$ cat config.mk
export PLATFORM = sky130hd
export DESIGN_NAME = vga_timing_gen
export DESIGN_NICKNAME = d
export VERILOG_FILES = /design/src/rtl/vga_timing_gen.sv
export SDC_FILE = /design/constraint.sdc
export NUM_CORES = 1
export LEC_CHECK = 0
export CORE_MARGIN = 8
export CORE_UTILIZATION = 43
export CTS_CLUSTER_DIAMETER = 30
export DETAILED_ROUTE_END_ITERATION = 10
export PLACE_DENSITY = 0.71
export REMOVE_ABC_BUFFERS = 1
export SYNTH_ARGS = -nofsm -noshare
export SYNTH_HDL_FRONTEND = slang
export SYNTH_SLANG_ARGS = --single-unit
$ cat constraint.sdc
create_clock -name clk -period 3.3 [get_ports clk]
set_input_delay 0.66 -clock clk [delete_from_list [all_inputs] [get_ports clk]]
set_output_delay 0.66 -clock clk [all_outputs]
set_load 0.03 [all_outputs]
$ cat src/rtl/vga_timing_gen.sv
// VGA raster timing generator: pixel-enable divider, h/v counters, active-area
// flag, sync pulses, frame tick and a blanked, sync-aligned colour register.
module vga_timing_gen #(
  parameter int CLK_DIV = 4,
  parameter int H_SYNC  = 96,
  parameter int H_BP    = 48,
  parameter int H_ACT   = 640,
  parameter int H_FP    = 16,
  parameter int V_SYNC  = 2,
  parameter int V_BP    = 33,
  parameter int V_ACT   = 480,
  parameter int V_FP    = 10
) (
  input  logic        clk,
  input  logic        rst,
  input  logic [11:0] rgb_in,
  output logic [9:0]  hCount,
  output logic [9:0]  vCount,
  output logic        bright,
  output logic        pix_en,
  output logic        frame_tick,
  output logic        hSync,
  output logic        vSync,
  output logic [11:0] rgb_out
);

  localparam int H_TOTAL = H_SYNC + H_BP + H_ACT + H_FP;
  localparam int V_TOTAL = V_SYNC + V_BP + V_ACT + V_FP;
  localparam int H_START = H_SYNC + H_BP;
  localparam int V_START = V_SYNC + V_BP;
  localparam int DIV_W   = (CLK_DIV < 2) ? 1 : $clog2(CLK_DIV);

  if (H_TOTAL > 1024 || V_TOTAL > 1024) begin : g_bad_total
    $error("vga_timing_gen: H_TOTAL/V_TOTAL exceed the 10-bit counter range");
  end
  if (CLK_DIV < 2) begin : g_bad_div
    $error("vga_timing_gen: CLK_DIV must be at least 2");
  end

  // Active-area test done in int so H_START+H_ACT may equal 1024 safely.
  function automatic logic in_active(input logic [9:0] h, input logic [9:0] v);
    return (int'(h) >= H_START) && (int'(h) < H_START + H_ACT) &&
           (int'(v) >= V_START) && (int'(v) < V_START + V_ACT);
  endfunction

  logic [DIV_W-1:0] div;
  logic [9:0]       h_next;
  logic [9:0]       v_next;
  logic             h_wrap;
  logic             v_wrap;

  assign pix_en = (div == DIV_W'(CLK_DIV - 1));

  // Next-count decode; bright is registered from these so it always matches
  // the counts presented on the same cycle.
  always_comb begin
    h_wrap = (hCount == 10'(H_TOTAL - 1));
    v_wrap = (vCount == 10'(V_TOTAL - 1));
    h_next = hCount;
    v_next = vCount;
    if (pix_en) begin
      if (h_wrap) begin
        h_next = 10'd0;
        v_next = v_wrap ? 10'd0 : vCount + 10'd1;
      end else begin
        h_next = hCount + 10'd1;
      end
    end
  end

  // Syncs and colour use the pre-advance counts, lagging the counters by one pixel.
  always_ff @(posedge clk) begin
    if (rst) begin
      div        <= '0;
      hCount     <= 10'd0;
      vCount     <= 10'd0;
      bright     <= 1'b0;
      frame_tick <= 1'b0;
      hSync      <= 1'b1;
      vSync      <= 1'b1;
      rgb_out    <= 12'h000;
    end else begin
      div        <= pix_en ? '0 : div + DIV_W'(1);
      frame_tick <= pix_en && h_wrap && v_wrap;
      if (pix_en) begin
        hCount  <= h_next;
        vCount  <= v_next;
        bright  <= in_active(h_next, v_next);
        hSync   <= ~(int'(hCount) < H_SYNC);
        vSync   <= ~(int'(vCount) < V_SYNC);
        rgb_out <= bright ? rgb_in : 12'h000;
      end
    end
  end

endmodule

# Word-level counts from Yosys, hierarchy flattened

Cells that the tools add are included.

Add/sub/neg operators: 3
$lt $le $gt $ge: 6
Eq/ne operators: 3
Muxes and demuxes: 6
Bitwise gates (word level): 2
Reductions and logical operators: 6

Operator list:

| kind                                                                                  | count |
|---|---|
| 10-bit 2-to-1 mux                                                                     | 5 |
| 10-bit by 1-bit adder with 10-bit output (second input constant)                      | 2 |
| 10-bit equality test (second input constant)                                          | 2 |
| 10-bit less-than comparator (second input constant)                                   | 2 |
| 12-bit 2-to-1 mux                                                                     | 1 |
| 10-bit by 6-bit greater-or-equal comparator with 1-bit output (second input constant) | 1 |
| 10-bit by 8-bit greater-or-equal comparator with 1-bit output (second input constant) | 1 |
| 10-bit by 2-bit less-than comparator with 1-bit output (second input constant)        | 1 |
| 10-bit by 7-bit less-than comparator with 1-bit output (second input constant)        | 1 |
| 1-bit logical AND                                                                     | 5 |
| 2-bit by 1-bit adder with 2-bit output (second input constant)                        | 1 |
| 2-bit equality test (second input constant)                                           | 1 |
| 1-bit NOT                                                                             | 2 |
| 2-bit OR reduction                                                                    | 1 |

Bits in registers: 38
Output and inout bits: 37
Word-level logic and storage cells: 34

# Longest topological paths before layout

Gate-level depths: netlist of the first run.

Word-level depth: 7
Gate-level depth with buffers: 10
Depth with buffers taken out: 9

# Least setup slack after synthesis of the first run

No wires, ideal clock.

Path type: reg2reg
Start: register hCount[0]
End: register bright
Library setup time: 0.120 ns
Data arrival time: 2.199 ns
Required time: 3.180 ns
Path slack: 0.981 ns
Stages on the path, launching flop included: 10
Buffers on the path: 1
Clock period less this slack: 2.319 ns
Cell sequence: dfxtp_1 ha_1 and3_1 buf_6 or4_4 a21oi_2 o32ai_1 a32o_1 a32oi_1 nand2_1

Cells in the longest elaborated chain, start to end: 7
Elaborated cells on any way between the ends: 13
Classes of those cells: add/sub: 1; order compare: 4; eq/ne: 1; mux: 4; reduce/logical: 3

Ends and longest elaborated chain:

| element                                                                                                             | line   | source |
|---|---|---|
| start, declared                                                                                                     | 17     | `output logic [9:0] hCount,` |
| start signal, assigned                                                                                              | 86     | `hCount <= h_next;` |
| 10-bit by 1-bit adder with 10-bit output / 10-bit equality test (equally long branches)                             | 66, 57 |  |
| 10-bit 2-to-1 mux                                                                                                   | 62     | `if (h_wrap) begin` |
| 10-bit 2-to-1 mux                                                                                                   | 61     | `if (pix_en) begin` |
| 10-bit by 8-bit greater-or-equal comparator with 1-bit output / 10-bit less-than comparator (equally long branches) | 42     | `return (int'(h) >= H_START) && (int'(h) < H_START + H_ACT) &&` |
| 1-bit logical AND (2 in a row)                                                                                      | 42     |  |
| 1-bit logical AND (*)                                                                                               | 43     | `(int'(v) >= V_START) && (int'(v) < V_START + V_ACT);` |
| end signal, assigned                                                                                                | 88     | `bright <= in_active(h_next, v_next);` |
| end, declared                                                                                                       | 19     | `output logic bright,` |

Mark *: on every way between the ends. The rest lies on a longest branch, timed or not.
A chain may end at the register's enable or synchronous reset.

# Final worst setup path of the first run

Start: register div[0]
End: output pix_en

Cells in the longest elaborated chain, start to end: 1

Ends and longest elaborated chain:

| element                | line | source |
|---|---|---|
| start, declared        | 46   | `logic [DIV_W-1:0] div;` |
| start signal, assigned | 83   | `div <= pix_en ? '0 : div + DIV_W'(1);` |
| 2-bit equality test    | 52   | `assign pix_en = (div == DIV_W'(CLK_DIV - 1));` |
| end, declared          | 20   | `output logic pix_en,` |

Every way passes these cells.

==> impl_metrics.tcl, run 1 <==
set metrics [dict create \
    yosysWarnings 0 \
    drc 0 \
    internal-power_uw 669 \
    grt_start_max_net_pins 39 \
    port_buffers 50 \
    synth_top_area_cell "dfxtp_1" \
    cts_inserted_buffers 5 \
    synth_common_cells "dfxtp_1 (38), nor2_1 (37), a21oi_1 (21)" \
    finalHoldViolCount 0 \
    multi_input_area_mm2 0.00114 \
    path_class "flop to output pin" \
    cts_sinks 38 \
    wl_met2_um 2320 \
    via_per_inst 5.44 \
    synth-main-ff-cell "dfxtp_1" \
    synthCells 238 \
    power_frac_seq 0.534 \
    rsz0062_at_grt "no" \
    final_layout_size_suffix_gt1_frac 0.0951 \
    synth_area_per_cell_um2 8.45 \
    final_antenna_net_count 0 \
    cts_setup_buffers 0 \
    synth-async-reset-ratio 0 \
    pre_cts_ws_ps 953 \
    timing.final.crit_share 0.756 \
    cts.path.max_buffers 2 \
    ys_seq_area_frac 0.378 \
    syn_to_final_growth_pct 28.8 \
    clkTransAtPathRegs_ps 70 \
    report.final.setup_viol 0 \
    gp_congestion 0.878 \
    root_buffer "clkbuf_8" \
    cts_tree "yes" \
    die_area_mm2 0.00712 \
    wl_met3_um 353 \
    critPathCaptureType "output pin" \
    p_leak_uw 0.000922 \
    die_x_um 84.4 \
    pin_count 51 \
    num_rows 25 \
    drt_iter0_drc 138 \
    worstMarginPinSlew_ps 455 \
    critPathMaxFanout 20 \
    ir_worst_vdd_v 0.000209 \
    tns_ps 0 \
    netlist.area_leader.share 0.378 \
    grt_overflow 0 \
    grt_pass1_wl_um 8490 \
    yosysUniqueCellTypes 53 \
    core_area_mm2 0.00463 \
    p_clk_frac 0.384 \
    dp_hpwl_um 3600 \
    antenna_found_initial 0 \
    cts_resized 0 \
    drv_slew 0 \
    grt_pass1_vias 1756 \
    nets 301 \
    wl_per_cell_um 14.8 \
    hold_path.class "flop to flop" \
    cap_violations 0 \
    insertion_delay_ps 300 \
    grt_usage 0.146 \
    start_util 0.435 \
    synth_edf_count 0 \
    combPwrFrac 0.082 \
    fin_crit_ps 2490 \
    synth.most_common_cell "dfxtp_1" \
    switching_share 0.242 \
    vias 1839 \
    layout_setup_ws_ps 807 \
    ctsHoldBuffers 0 \
    arrival_ps 1830 \
    skew_ps 6.38 \
    netSwitchingPower_uw 213 \
    slew_headroom 0.696 \
    required_ps 2640 \
    first_pass_iters 4 \
    cts_htree_levels 2 \
    status "complete, no violations" \
    power_density_mw_per_mm2 340 \
    highest_layer "met4" \
    diodes 0 \
    die_y_um 84.4 \
    synth.area.top_cells "dfxtp_1 (38%), nor2_1 (6.9%), a21oi_1 (5.2%)" \
    wl_um 5000 \
    register_area_um2 761 \
    netlist_area_mm2 0.00201 \
    yosys_register_bits 38 \
    final_util 0.560 \
    met1_length_um 2260 \
    fill_cells 446 \
    start_kind "flop" \
    clock.fmax_mhz 401 \
]
==> cell families after synthesis <==
kind of cell               share of synthesized area
DFF                                            0.378
AOI/OAI and AO/OA                              0.136
and+or+nand+nor                                0.353
xor gates and xnor gates                      0.0522
buffers and inverters                         0.0566
adders and majority gates                     0.0249
==> per-layer routing <==
layer / vias to the layer above / global-route usage
li1: 932 / -
met1: 836 / 0.175
met2: 65 / 0.229
met3: 6 / 0.0546
met4: 0 / 0.0631
met5: - / 0
==> power groups by stage <==
stage                     registers [uW]  logic [uW]  clock network [uW]
after global placement               482        72.4                   0
after CTS                            472        72.8                 349
after detailed placement             482        72.4                   0
final                                471        72.2                 338
after global routing                 473        77.8                 374
after floorplan                      489        25.3                   0
==> area by class of cell <==
cell class / instances / share of cell area
Timing Repair Buffer: 53 / 0.202
Inverter: 2 / 0.00290
Tap cell: 54 / 0.0261
Clock buffer: 6 / 0.0319
Clock inverter: 2 / 0.00483
Sequential cell: 38 / 0.294
Multi-Input combinational cell: 183 / 0.439
==> path summary, 6_finish.rpt <==
check / slack (ps) / depth (start not counted) / end / start
max: 810 / 3 / pix_en / div[0]
max reg2reg: 970 / 8 / bright / hCount[0]
min reg2reg: 430 / 1 / div[0] / div[0]
min: 430 / 1 / div[0] / div[0]
==> registers in the layout, summed over array words and instances, names as in the netlist <==
| signal | count |
|---|---|
| rgb_out | 12 |
| hCount | 10 |
| vCount | 10 |
| div | 2 |
| bright | 1 |
| frame_tick | 1 |
| hSync | 1 |
| vSync | 1 |
==> layout by cell type (no fill, tap or decap), drive strengths merged, types with 2 or more instances in the layout <==
cell type,n
o21ai,5
ha,4
dfxtp,38
nand2,15
and2,3
buf,3
nor3,12
nand2b,6
a21oi,22
inv,2
nor4,3
nand4,6
clkdlybuf4s50,50
clkbuf,6
o2bb2ai,2
nand4b,2
nor2b,14
nor2,37
xnor2,4
nor3b,2
and4,3
or4,2
and3,4
nand3,9
and3b,2
a211oi,2
o211ai,3
xor2,8
==> worst max-delay path, cell delays in order, from the launching register on <==
cell and delay [ps]:
dfxtp_1 340, ha_1 230, buf_4 260, clkdlybuf4s50_1 710
==> per-stage QoR <==
stage                     area [um^2]  total power (uW)  hold slack [ps]  cells
after floorplan                  1910               514              400    223
after global placement           2500               555              421    330
after detailed placement         2500               555              425    330
after CTS                        2590               893              437    338
after global routing             2590               924              467    338
final                            2590               882              432    338
Note: power is estimated with default switching activity, not from simulation.
==> run 2, diff against run 1 <==
--- a/config.mk
+++ b/config.mk
@@ -9,7 +9,7 @@
 export CORE_UTILIZATION = 43
 export CTS_CLUSTER_DIAMETER = 30
 export DETAILED_ROUTE_END_ITERATION = 10
-export PLACE_DENSITY = 0.71
+export PLACE_DENSITY = 0.73
 export REMOVE_ABC_BUFFERS = 1
 export SYNTH_ARGS = -nofsm -noshare
 export SYNTH_HDL_FRONTEND = slang
==> constraint.sdc (replaced) <==
create_clock -name clk -period 2.1 [get_ports clk]
set_input_delay 0.42 -clock clk [delete_from_list [all_inputs] [get_ports clk]]
set_output_delay 0.42 -clock clk [all_outputs]
set_load 0.03 [all_outputs]
==> impl_metrics.tcl, run 2 (synthesized netlist as in run 1, its figures left out) <==
set metrics [dict create \
    wl_um 5380 \
    insertion_delay_ps 290 \
    grt_start_max_net_pins 38 \
    hold_path.class "flop to flop" \
    rsz0062_at_grt "no" \
    cp_slowest_cell "or4_4" \
    nets 329 \
    slew_headroom 0.708 \
    first_pass_iters 4 \
    biggestRegsByFlops "rgb_out x12, hCount x10, vCount x10" \
    core_area_mm2 0.00463 \
    cts_inserted_buffers 5 \
    final_util 0.624 \
    die_y_um 84.4 \
    ir_worst_vdd_v 0.000349 \
    final_layout_size_suffix_gt1_frac 0.208 \
    dp_hpwl_um 3860 \
    ctsHoldBuffers 0 \
    num_rows 25 \
    status "complete, no violations" \
    report.final.setup_viol 0 \
    clkTransAtPathRegs_ps 80 \
    critPathCaptureType "flop" \
    final_common_cell "clkdlybuf4s50_1" \
    via_per_inst 5.34 \
    stdcell_area_mm2 0.00289 \
    hold_depth 1 \
    holdPathEnd "div[0]" \
    diodes 0 \
    port_buffers 50 \
    grt_usage 0.153 \
    drv_slew 0 \
    final_cells 366 \
    rr_worst_depth 7 \
    grt_pass1_vias 1918 \
    cts_tree "yes" \
    top_register "rgb_out" \
    p_leak_uw 0.00110 \
    cts_htree_levels 2 \
    r2r_setup_slack_ps 30 \
    slowest_delay_ps 540 \
    grt_overflow 0 \
    largest_reg_flops 12 \
    pin_count 51 \
    start_kind "flop" \
    drt_iter0_drc 129 \
    grt_pass1_wl_um 9080 \
    wl_per_cell_um 14.7 \
    root_buffer "clkbuf_8" \
    post-place-cells 357 \
    r2r_end "bright" \
    path_class "flop to flop" \
    arrival_ps 2260 \
    critPathMaxFanout 5 \
    power_density_mw_per_mm2 558 \
    path_cells "or2b_2, or4_4, a21oi_4, o32ai_2, a32o_2, a32oi_1, nand2_1" \
    worstMarginPinSlew_ps 438 \
    start_util 0.435 \
    drc 0 \
    cts.path.max_buffers 2 \
    antenna_found_initial 0 \
    gp_congestion 0.852 \
    skew_ps 8.26 \
    clock.fmax_mhz 484 \
    cts_sinks 38 \
    finalHoldViolCount 0 \
    final_cell_mix "clkdlybuf4s50_1 (49), nor2_1 (36), dfxtp_1 (35)" \
    die_x_um 84.4 \
    r2r-start "hCount[9]" \
    fin_crit_ps 2070 \
    required_ps 2290 \
    die_area_mm2 0.00712 \
    cap_violations 0 \
    dpl_cell_area_mm2 0.00270 \
    min_from "div[0]" \
    timing.final.crit_share 0.985 \
    syn_to_final_growth_pct 43.5 \
    final_antenna_net_count 0 \
    vias 1955 \
]
==> run 2: cell types whose count changed in the layout (fill, tap and decap cells not counted), sizes merged <==
cell	before	now
clkinvlp	1	0
clkbuf	6	5
buf	3	32
clkdlybuf4s50	50	49
bufinv	0	2
==> run 2: where the power goes <==
part / leakage (uW) / switching, uW / internal (uW)
Sequential: 0.000308 / 11.2 / 732
Clock: 0.0000683 / 271 / 476
Combinational: 0.000724 / 59.4 / 61.2
Total: 0.00110 / 341 / 1270
==> run 2: through the flow <==
step                      total power, uW  setup slack (ps)  hold slack [ps]  TNS (ps)
after global routing                 1670              2.14              451         0
after floorplan                       807              -673              400     -2220
after global placement                873             -8.62              412     -8.62
after CTS                            1620             0.173              439         0
final                                1610              32.3              431         0
after detailed placement              874             -65.5              423     -65.5
==> run 2: repair_timing <==
action,in CTS,in global routing
setup endpoints to repair,1,1
gates cloned,0,0
pin swaps,0,11
hold endpoints to repair,0,0
setup buffers,0,1
resized for setup,3,10
==> run 2: worst max path at each step <==
| stage | slack, ps | cells after the start | to | from |
|---|---|---|---|---|
| global route | 2 | 7 | bright | hCount[9] |
| finish | 30 | 7 | bright | hCount[9] |
| detailed placement | -70 | 8 | bright | div[0] |
| floorplan | -670 | 8 | bright | div[0] |
| global placement | -9 | 8 | bright | div[0] |
| CTS | 0.2 | 8 | bright | hCount[0] |
==> run 2: layout make-up <==
class / instances / area (um^2)
clock inverters: 3 / 68.8
multi-input cells: 183 / 1180
inverters: 2 / 7.51
clock buffers: 5 / 68.8
flip-flops and latches: 38 / 764
fillers: 415 / 1740
well taps: 54 / 67.6
repair buffers: 81 / 731
==> run 2: metal layers <==
| layer | up-vias | global-route usage | part of all wire |
|---|---|---|---|
| met2 | 44 | 0.256 | 0.50 |
| li1 | 983 | - | - |
| met4 | 0 | 0.0615 | 0.012 |
| met5 | - | 0 | 0 |
| met3 | 6 | 0.0478 | 0.048 |
| met1 | 922 | 0.178 | 0.44 |
==> run 2: worst max-delay path, delay by kind of cell, from the launching register on <==
| family | cells | cell delay, ps |
|---|---|---|
| AND/OR/NAND/NOR | 3 | 920 |
| AO/OA/AOI/OAI | 4 | 700 |
| flip-flops | 1 | 350 |
==> run 3, diff against run 2 <==
--- a/config.mk
+++ b/config.mk
@@ -14,3 +14,4 @@
 export SYNTH_ARGS = -nofsm -noshare
 export SYNTH_HDL_FRONTEND = slang
 export SYNTH_SLANG_ARGS = --single-unit
+export TNS_END_PERCENT = 20
==> results of run 3 <==
No change in the layout: final DEF, timing and power equal those of run 2.
